File: src/rtl/flag_branch_resolver.sv
// Purpose : resolves B / CBZ / CBNZ / B.cond from stored or same-cycle forwarded
//           {N,V,C} flags, registers the taken target, pulses a fetch redirect and
//           holds flush high for FLUSH_CYCLES cycles while younger fetches drain.
// Latency : branch sampled at edge k -> redirect/br_target valid in the cycle after k.
// Backpressure: none; branches presented while flushing are squashed (dropped).
// Ports   : clk, reset (async, active-high)
//           flags_q/flag_wr_en/flags_new - stored flags, same-cycle write bypass
//           zero                         - CBZ/CBNZ operand is zero
//           br_valid/br_kind/br_pc/br_imm - branch under evaluation
//           redirect/br_target/flush/taken_count - PC-select and squash outputs
module flag_branch_resolver #(
  parameter int PC_W         = 64,
  parameter int IMM_W        = 26,
  parameter int FLUSH_CYCLES = 2,
  parameter int CNT_W        = 16
) (
  input  logic             clk,
  input  logic             reset,
  input  logic [2:0]       flags_q,
  input  logic             flag_wr_en,
  input  logic [2:0]       flags_new,
  input  logic             zero,
  input  logic             br_valid,
  input  logic [3:0]       br_kind,
  input  logic [PC_W-1:0]  br_pc,
  input  logic [IMM_W-1:0] br_imm,
  output logic             redirect,
  output logic [PC_W-1:0]  br_target,
  output logic             flush,
  output logic [CNT_W-1:0] taken_count
);

  typedef enum logic {
    IDLE  = 1'b0,
    FLUSH = 1'b1
  } state_t;

  // Counter is loaded with FLUSH_CYCLES-1 so FLUSH lasts exactly FLUSH_CYCLES cycles.
  localparam logic [2:0] FLUSH_INIT = 3'(FLUSH_CYCLES - 1);

  state_t            state_q, state_d;
  logic [2:0]        fcnt_q, fcnt_d;
  logic              redirect_q, redirect_d;
  logic [PC_W-1:0]   target_q, target_d;
  logic [CNT_W-1:0]  count_q, count_d;

  logic [2:0]        eff_flags;
  logic              flag_n, flag_v, flag_c;
  logic              cond_met;
  logic [PC_W-1:0]   imm_ext;
  logic [PC_W-1:0]   target_calc;

  // A flag write in the same cycle is newer than the register contents.
  assign eff_flags = flag_wr_en ? flags_new : flags_q;
  assign flag_n    = eff_flags[2];
  assign flag_v    = eff_flags[1];
  assign flag_c    = eff_flags[0];

  always_comb begin
    cond_met = 1'b0;
    case (br_kind)
      4'd0:    cond_met = 1'b1;              // B
      4'd1:    cond_met = zero;              // CBZ
      4'd2:    cond_met = ~zero;             // CBNZ
      4'd3:    cond_met = flag_n ^ flag_v;   // LT
      4'd4:    cond_met = ~(flag_n ^ flag_v);// GE
      4'd5:    cond_met = flag_c;            // HS
      4'd6:    cond_met = ~flag_c;           // LO
      4'd7:    cond_met = flag_n;            // MI
      4'd8:    cond_met = ~flag_n;           // PL
      4'd9:    cond_met = flag_v;            // VS
      4'd10:   cond_met = ~flag_v;           // VC
      default: cond_met = 1'b0;              // reserved: never taken
    endcase
  end

  // Word offset -> byte offset; addition wraps modulo 2^PC_W.
  assign imm_ext     = {{(PC_W-IMM_W){br_imm[IMM_W-1]}}, br_imm};
  assign target_calc = br_pc + (imm_ext << 2);

  always_comb begin
    state_d    = state_q;
    fcnt_d     = fcnt_q;
    redirect_d = 1'b0;
    target_d   = target_q;
    count_d    = count_q;
    case (state_q)
      IDLE: begin
        if (br_valid && cond_met) begin
          target_d   = target_calc;
          redirect_d = 1'b1;
          fcnt_d     = FLUSH_INIT;
          state_d    = FLUSH;
          if (count_q != {CNT_W{1'b1}}) begin
            count_d = count_q + CNT_W'(1);
          end
        end
      end
      FLUSH: begin
        // Branches seen here are younger than the redirect and are dropped,
        // including on the edge that returns to IDLE.
        if (fcnt_q == 3'd0) begin
          state_d = IDLE;
        end else begin
          fcnt_d = fcnt_q - 3'd1;
        end
      end
      default: state_d = IDLE;
    endcase
  end

  always_ff @(posedge clk or posedge reset) begin
    if (reset) begin
      state_q    <= IDLE;
      fcnt_q     <= 3'd0;
      redirect_q <= 1'b0;
      target_q   <= '0;
      count_q    <= '0;
    end else begin
      state_q    <= state_d;
      fcnt_q     <= fcnt_d;
      redirect_q <= redirect_d;
      target_q   <= target_d;
      count_q    <= count_d;
    end
  end

  assign redirect    = redirect_q;
  assign br_target   = target_q;
  assign flush       = (state_q == FLUSH);
  assign taken_count = count_q;

endmodule
File: config.mk
export PLATFORM = sky130hd
export DESIGN_NAME = flag_branch_resolver
export DESIGN_NICKNAME = d
export VERILOG_FILES = /design/src/rtl/flag_branch_resolver.sv
export SDC_FILE = /design/constraint.sdc
export NUM_CORES = 1
export LEC_CHECK = 0
export ABC_AREA = 1
export CAP_MARGIN = 15
export CORE_ASPECT_RATIO = 0.5
export CORE_MARGIN = 8
export CORE_UTILIZATION = 58
export DETAILED_ROUTE_END_ITERATION = 16
export HOLD_SLACK_MARGIN = 0.06
export PLACE_DENSITY = 0.89
export REMOVE_ABC_BUFFERS = 1
export SYNTH_ARGS = -nofsm -noshare
export SYNTH_HDL_FRONTEND = slang
export SYNTH_SLANG_ARGS = --single-unit
File: constraint.sdc
create_clock -name clk -period 4.7 [get_ports clk]
set_clock_uncertainty 0.15 [all_clocks]
set_input_delay 0.94 -clock clk [delete_from_list [all_inputs] [get_ports clk]]
set_output_delay 0.94 -clock clk [all_outputs]
set_load 0.005 [all_outputs]
# == After elaboration in Yosys (flattened, before gate mapping) ==
# Cells that the tools add are included.
# word_totals
reg_bits,85
wordCells,43
out_inout_bits,82
rom_bits,0
n_memories,0
ramBits,0
latch_bits,0
inputBits,105
# op_classes
add_sub_neg,3
n_mul,0
bitwise,7
n_reduce_logical,6
n_div,0
n_eq_ne,13
magnitude_cmp,0
mux,9
shift,0
# ops
operator,count
adder 64 bit,1
adder 16 x 1 -> 16 bit (second input constant),1
equality test 4 x 3 -> 1 bit (second input constant),4
!= test 16 bit (second input constant),1
equality test 4 bit (second input constant),3
case mux 1 bit (11 select lines),1
two-way mux 3 bit,3
equality test 4 x 2 -> 1 bit (second input constant),2
inverter 1 bit,6
case mux 3 bit (2 select lines),1
equality test 4 x 1 -> 1 bit (second input constant),1
zero test 4 bit,1
!= test 2 bit (second input constant),2
AND reduction 2 bit,2
zero test 3 bit,1
two-way mux 1 bit,3
AND reduction 3 bit,1
subtractor 3 x 1 -> 3 bit (second input constant),1
case mux 1 bit (2 select lines),1
logical AND 1 bit,1
bitwise XOR 1 bit,1

# == Depth between registers and ports, before layout ==
# logic_depth
word_depth,7
mapped_depth,16
depth_no_buf,16

# == Worst setup path after synthesis ==
# OpenSTA, ideal clock, no wires.
# synth_path
path_type,input-to-reg
start,in br_pc[2]
end,reg target_q[62] (netlist: br_target[62])
setup_slack_ps,2046
cell_stages,14
setup_time_ps,117
n_path_buf,0
required_ps,4433
arrival_ps,2387
cell_sequence,ha_1 inv_1 fa_1 nor2_1 or2_2 nand3_1 nand2_1 nand2_1 nand2_1 nand2_1 nand2_1 nand2_1 nand3_1 nand2_1
# synth_between
elab_chain_len,1
# synth_lines
item,line_no,rtl
from (decl),25,"input logic [PC_W-1:0] br_pc,"
adder 64 bit,79,assign target_calc = br_pc + (imm_ext << 2);
to (signal assigned),123,target_q <= target_d;
to (decl),44,"logic [PC_W-1:0] target_q, target_d;"
# No other way between the ends.
# A chain may end at the register's enable or synchronous reset.

# == Final worst setup path ==
# layout_path
start,in flag_wr_en
end,reg count_q[13] (netlist: taken_count[13])
# layout_between
elab_chain_len,6
word_cells_on_any_way,9
classes_between,mux: 2; bitwise: 5; reduce/logical: 2
# layout_lines
item,line_no,rtl
from (decl),20,"input logic flag_wr_en,"
two-way mux 3 bit (*),54,assign eff_flags = flag_wr_en ? flags_new : flags_q;
bitwise XOR 1 bit,"65, 66",
inverter 1 bit,66,4'd4: cond_met = ~(flag_n ^ flag_v);
case mux 1 bit (11 select lines) (*),61,case (br_kind)
logical AND 1 bit (*),89,if (br_valid && cond_met) begin
AND reduction 3 bit (no line) (*),n/a,
to (signal assigned),124,count_q <= count_d;
to (decl),45,"logic [CNT_W-1:0] count_q, count_d;"
# Every way passes the cells marked *; elsewhere a longest branch is shown, timed or not.

==> results.md <==
* DR iter-0 viols at 885
* Slew HR at 60.5%
* Synthesized area at around 9200 µm²
* Avg Vias per Cell at 5.32
* GPL Wtd Cong at 0.999
* Most common cell after layout, fill and taps aside: nand2_1
* DRC viols at 0
* FF-to-FF End: taken_count[13]
* Die H at ~100 µm
* Hpwl dp at 26.3 mm
* Diodes inserted at 0
* Top-Level Pins at 187
* Pre-Repair DR Iteration Count at 6
* Die ar. at approximately 20000 µm²
* PostCTS Resize Cnt at 0
* Final Max Tran Viols at 0
* Total clock sinks at 85
* Final Hold Fails at 0
* # rows at 32
* # fillers at about 1300
* Crit share post-route at 76.3%
* Worst Setup Start Kind: primary input
* EDFF count, synth at 0
* Root Buffer: clkbuf_16
* FF-to-FF setup slack at ~2200 ps
* Yosys cell types at 33
* Total power at 0.00382 W
* Postcts setup bufs at 0
* Clock buffer depth at 2
* Status: complete, no violations
* Multi-input gate area in the final layout at 5730 µm²
* Crit path arrival time at 3670 ps
* HP Class: reg -> reg
* P&R area growth vs syn at 25.6%
* Yosys synthesis warning count at 0
* Sequential fraction of the synthesis area at 23.2%
* Post-synthesis register bit count at 85
* Overall track demand over capacity in global routing at 30.1%
* Antenna viol nets, final at 0
* Share of post-route cells with drive strength above 1 at 1.65%
* DR vias at 10775
* Prevailing post-synth register cell: dfrtp_1
* Final #Nets at 1987
* Async S/R FF share, synth at between 90% and 100%
* Lkg Pwr at 6.61 nW
* Worst Hold Launch: br_target[49]
* Fin crit period at 3590 ps
* Worst Hold Depth at 2
* Max IR drop VDD at 0.250 mV
* Largest net degree at the start of global routing at 60
* Worst setup path category: in -> reg
* Port Buffers at 186
* Worst-path maximum fanout at 43
* Final setup fails at 0
* P per Cell Area at ~330 nW/µm²
* Antenna violations before repair at 0
* Critical R2R Launch: flush
* Routed WL at 31.7 mm
* WL/cell at 15.6 µm
* Initial Util at 59.4%
* Reg2Reg Depth at 8
* Crit. End Element: flip-flop
* Htree depth at 3
* Area occupied by registers at 2130 µm²
* GRT overflow at 0
* Die X at 194 µm
* Req. time, crit path at between 4000 and 5000 ps
* Commonest cells after routing, fill and taps aside: 736 x nand2_1, 318 x inv_1, 186 x clkdlybuf4s50_1
* Clock Latency Late Sink at 360 ps
* RSZ-0062 raised after global routing: no
* Inserted Clock Buffers at 9
* Fmax at between 0.2 and 0.3 GHz
* First-pass GRT wire length at 50.4 mm
* Setup TNS at 0 ps
* Vias in the first global route at 10183
* TritonCTS clock tree: yes
* Hold Path End: br_target[49]
* Worst-Margin Slew at 591 ps
* Core area at 15500 µm²
* Max Cap Violations at 0
* Worst-path clk slew at 70 ps
* Synth Instances at 1631
* Syn avg cell area at 5.63 µm²
* Cts hold-fix bufs at 0
-- area by class of cell --
cell class              count  share of cell area, %
multi-input cells        1209                   49.7
clock buffers               9                   1.95
well taps                 204                   2.21
flip-flops and latches     85                   18.5
clock inverters             7                  0.662
repair buffers            191                   16.6
inverters                 321                   10.5
-- synth_stat cells (2+ instances only) --
| master | n | area share [%] |
|---|---|---|
| nand2_1 | 736 | 30 |
| inv_1 | 319 | 13 |
| nor2_1 | 127 | 5.2 |
| nand3_1 | 94 | 5.1 |
| dfrtp_1 | 85 | 23 |
| ha_1 | 64 | 8.7 |
| a21oi_1 | 46 | 2.5 |
| xnor2_1 | 34 | 3.2 |
| o21ai_0 | 27 | 1.5 |
| nor3_1 | 15 | 0.82 |
| o21ai_1 | 12 | 0.65 |
| nand4_1 | 11 | 0.75 |
| xor2_1 | 10 | 0.95 |
| nand3b_1 | 9 | 0.74 |
| buf_4 | 6 | 0.49 |
| o21bai_1 | 6 | 0.49 |
| buf_2 | 5 | 0.27 |
| and2_1 | 4 | 0.27 |
| buf_6 | 4 | 0.49 |
| a21boi_0 | 2 | 0.16 |
| inv_2 | 2 | 0.082 |
| nor4_1 | 2 | 0.14 |
-- worst max-delay path, stage by stage --
cell and delay (ps):
clkdlybuf4s50_1 600, nand2_1 120, o21ai_0 160, nand2_1 130
nand2_1 90, nand2_1 50, nand3_1 60, nand2_1 60
nand3_2 80, nand2_4 230, inv_2 550, nand2_2 360
nand2_1 150, nand2_1 70
-- registers in the layout, summed over array words and instances (netlist names) --
signal	flops
fcnt_q	3
br_target	64
flush	1
redirect	1
taken_count	16
-- kinds of logic after synthesis --
logic type               Yosys count  share of synthesized area, %
AO/OA/AOI/OAI                     94                          5.37
flip-flops                        85                          23.2
adder cells (fa/ha/maj)           65                          8.94
XOR/XNOR                          44                          4.20
buffers and inverters            337                          14.4
AND/OR/NAND/NOR                 1006                          43.9
-- where the power goes --
part | total (W) | internal (W) | switching, W
registers | 0.00123 | 0.00103 | 0.000200
clock network | 0.000745 | 0.000379 | 0.000366
logic | 0.00184 | 0.000933 | 0.000911
total | 0.00382 | 0.00234 | 0.00148
-- stage by stage --
step                utilization (%)  instance area [µm²]  std cells  setup WS (ps)  hold WS, ps
floorplan                         -                 9060       1615           1420          322
global placement               72.5                11200       2009           1010          313
detailed placement             72.5                11200       2009            863          315
CTS                            74.5                11500       2025           1200          333
global route                   74.6                11500       2026            930          358
finish                         74.6                11500       2026           1110          330
-- worst max-delay path by stage --
stage,from,endpoint,slack (ps),cells past startpoint
floorplan,reset,br_target[0],1420,1
global placement,flag_wr_en,taken_count[7],1010,15
finish,flag_wr_en,taken_count[13],1110,14
detailed placement,flag_wr_en,taken_count[11],860,15
global route,flag_wr_en,taken_count[2],930,14
CTS,flag_wr_en,taken_count[13],1200,15
-- per-layer routing --
layer | GRT usage, % | routed length [µm] | vias up
li1 | - | - | 5278
met1 | 38.6 | 13500 | 4874
met2 | 50.4 | 14200 | 545
met3 | 5.76 | 2980 | 78
met4 | 10.8 | 957 | 0
met5 | 0 | 0 | -
Note: power is estimated with default switching activity, not from simulation.
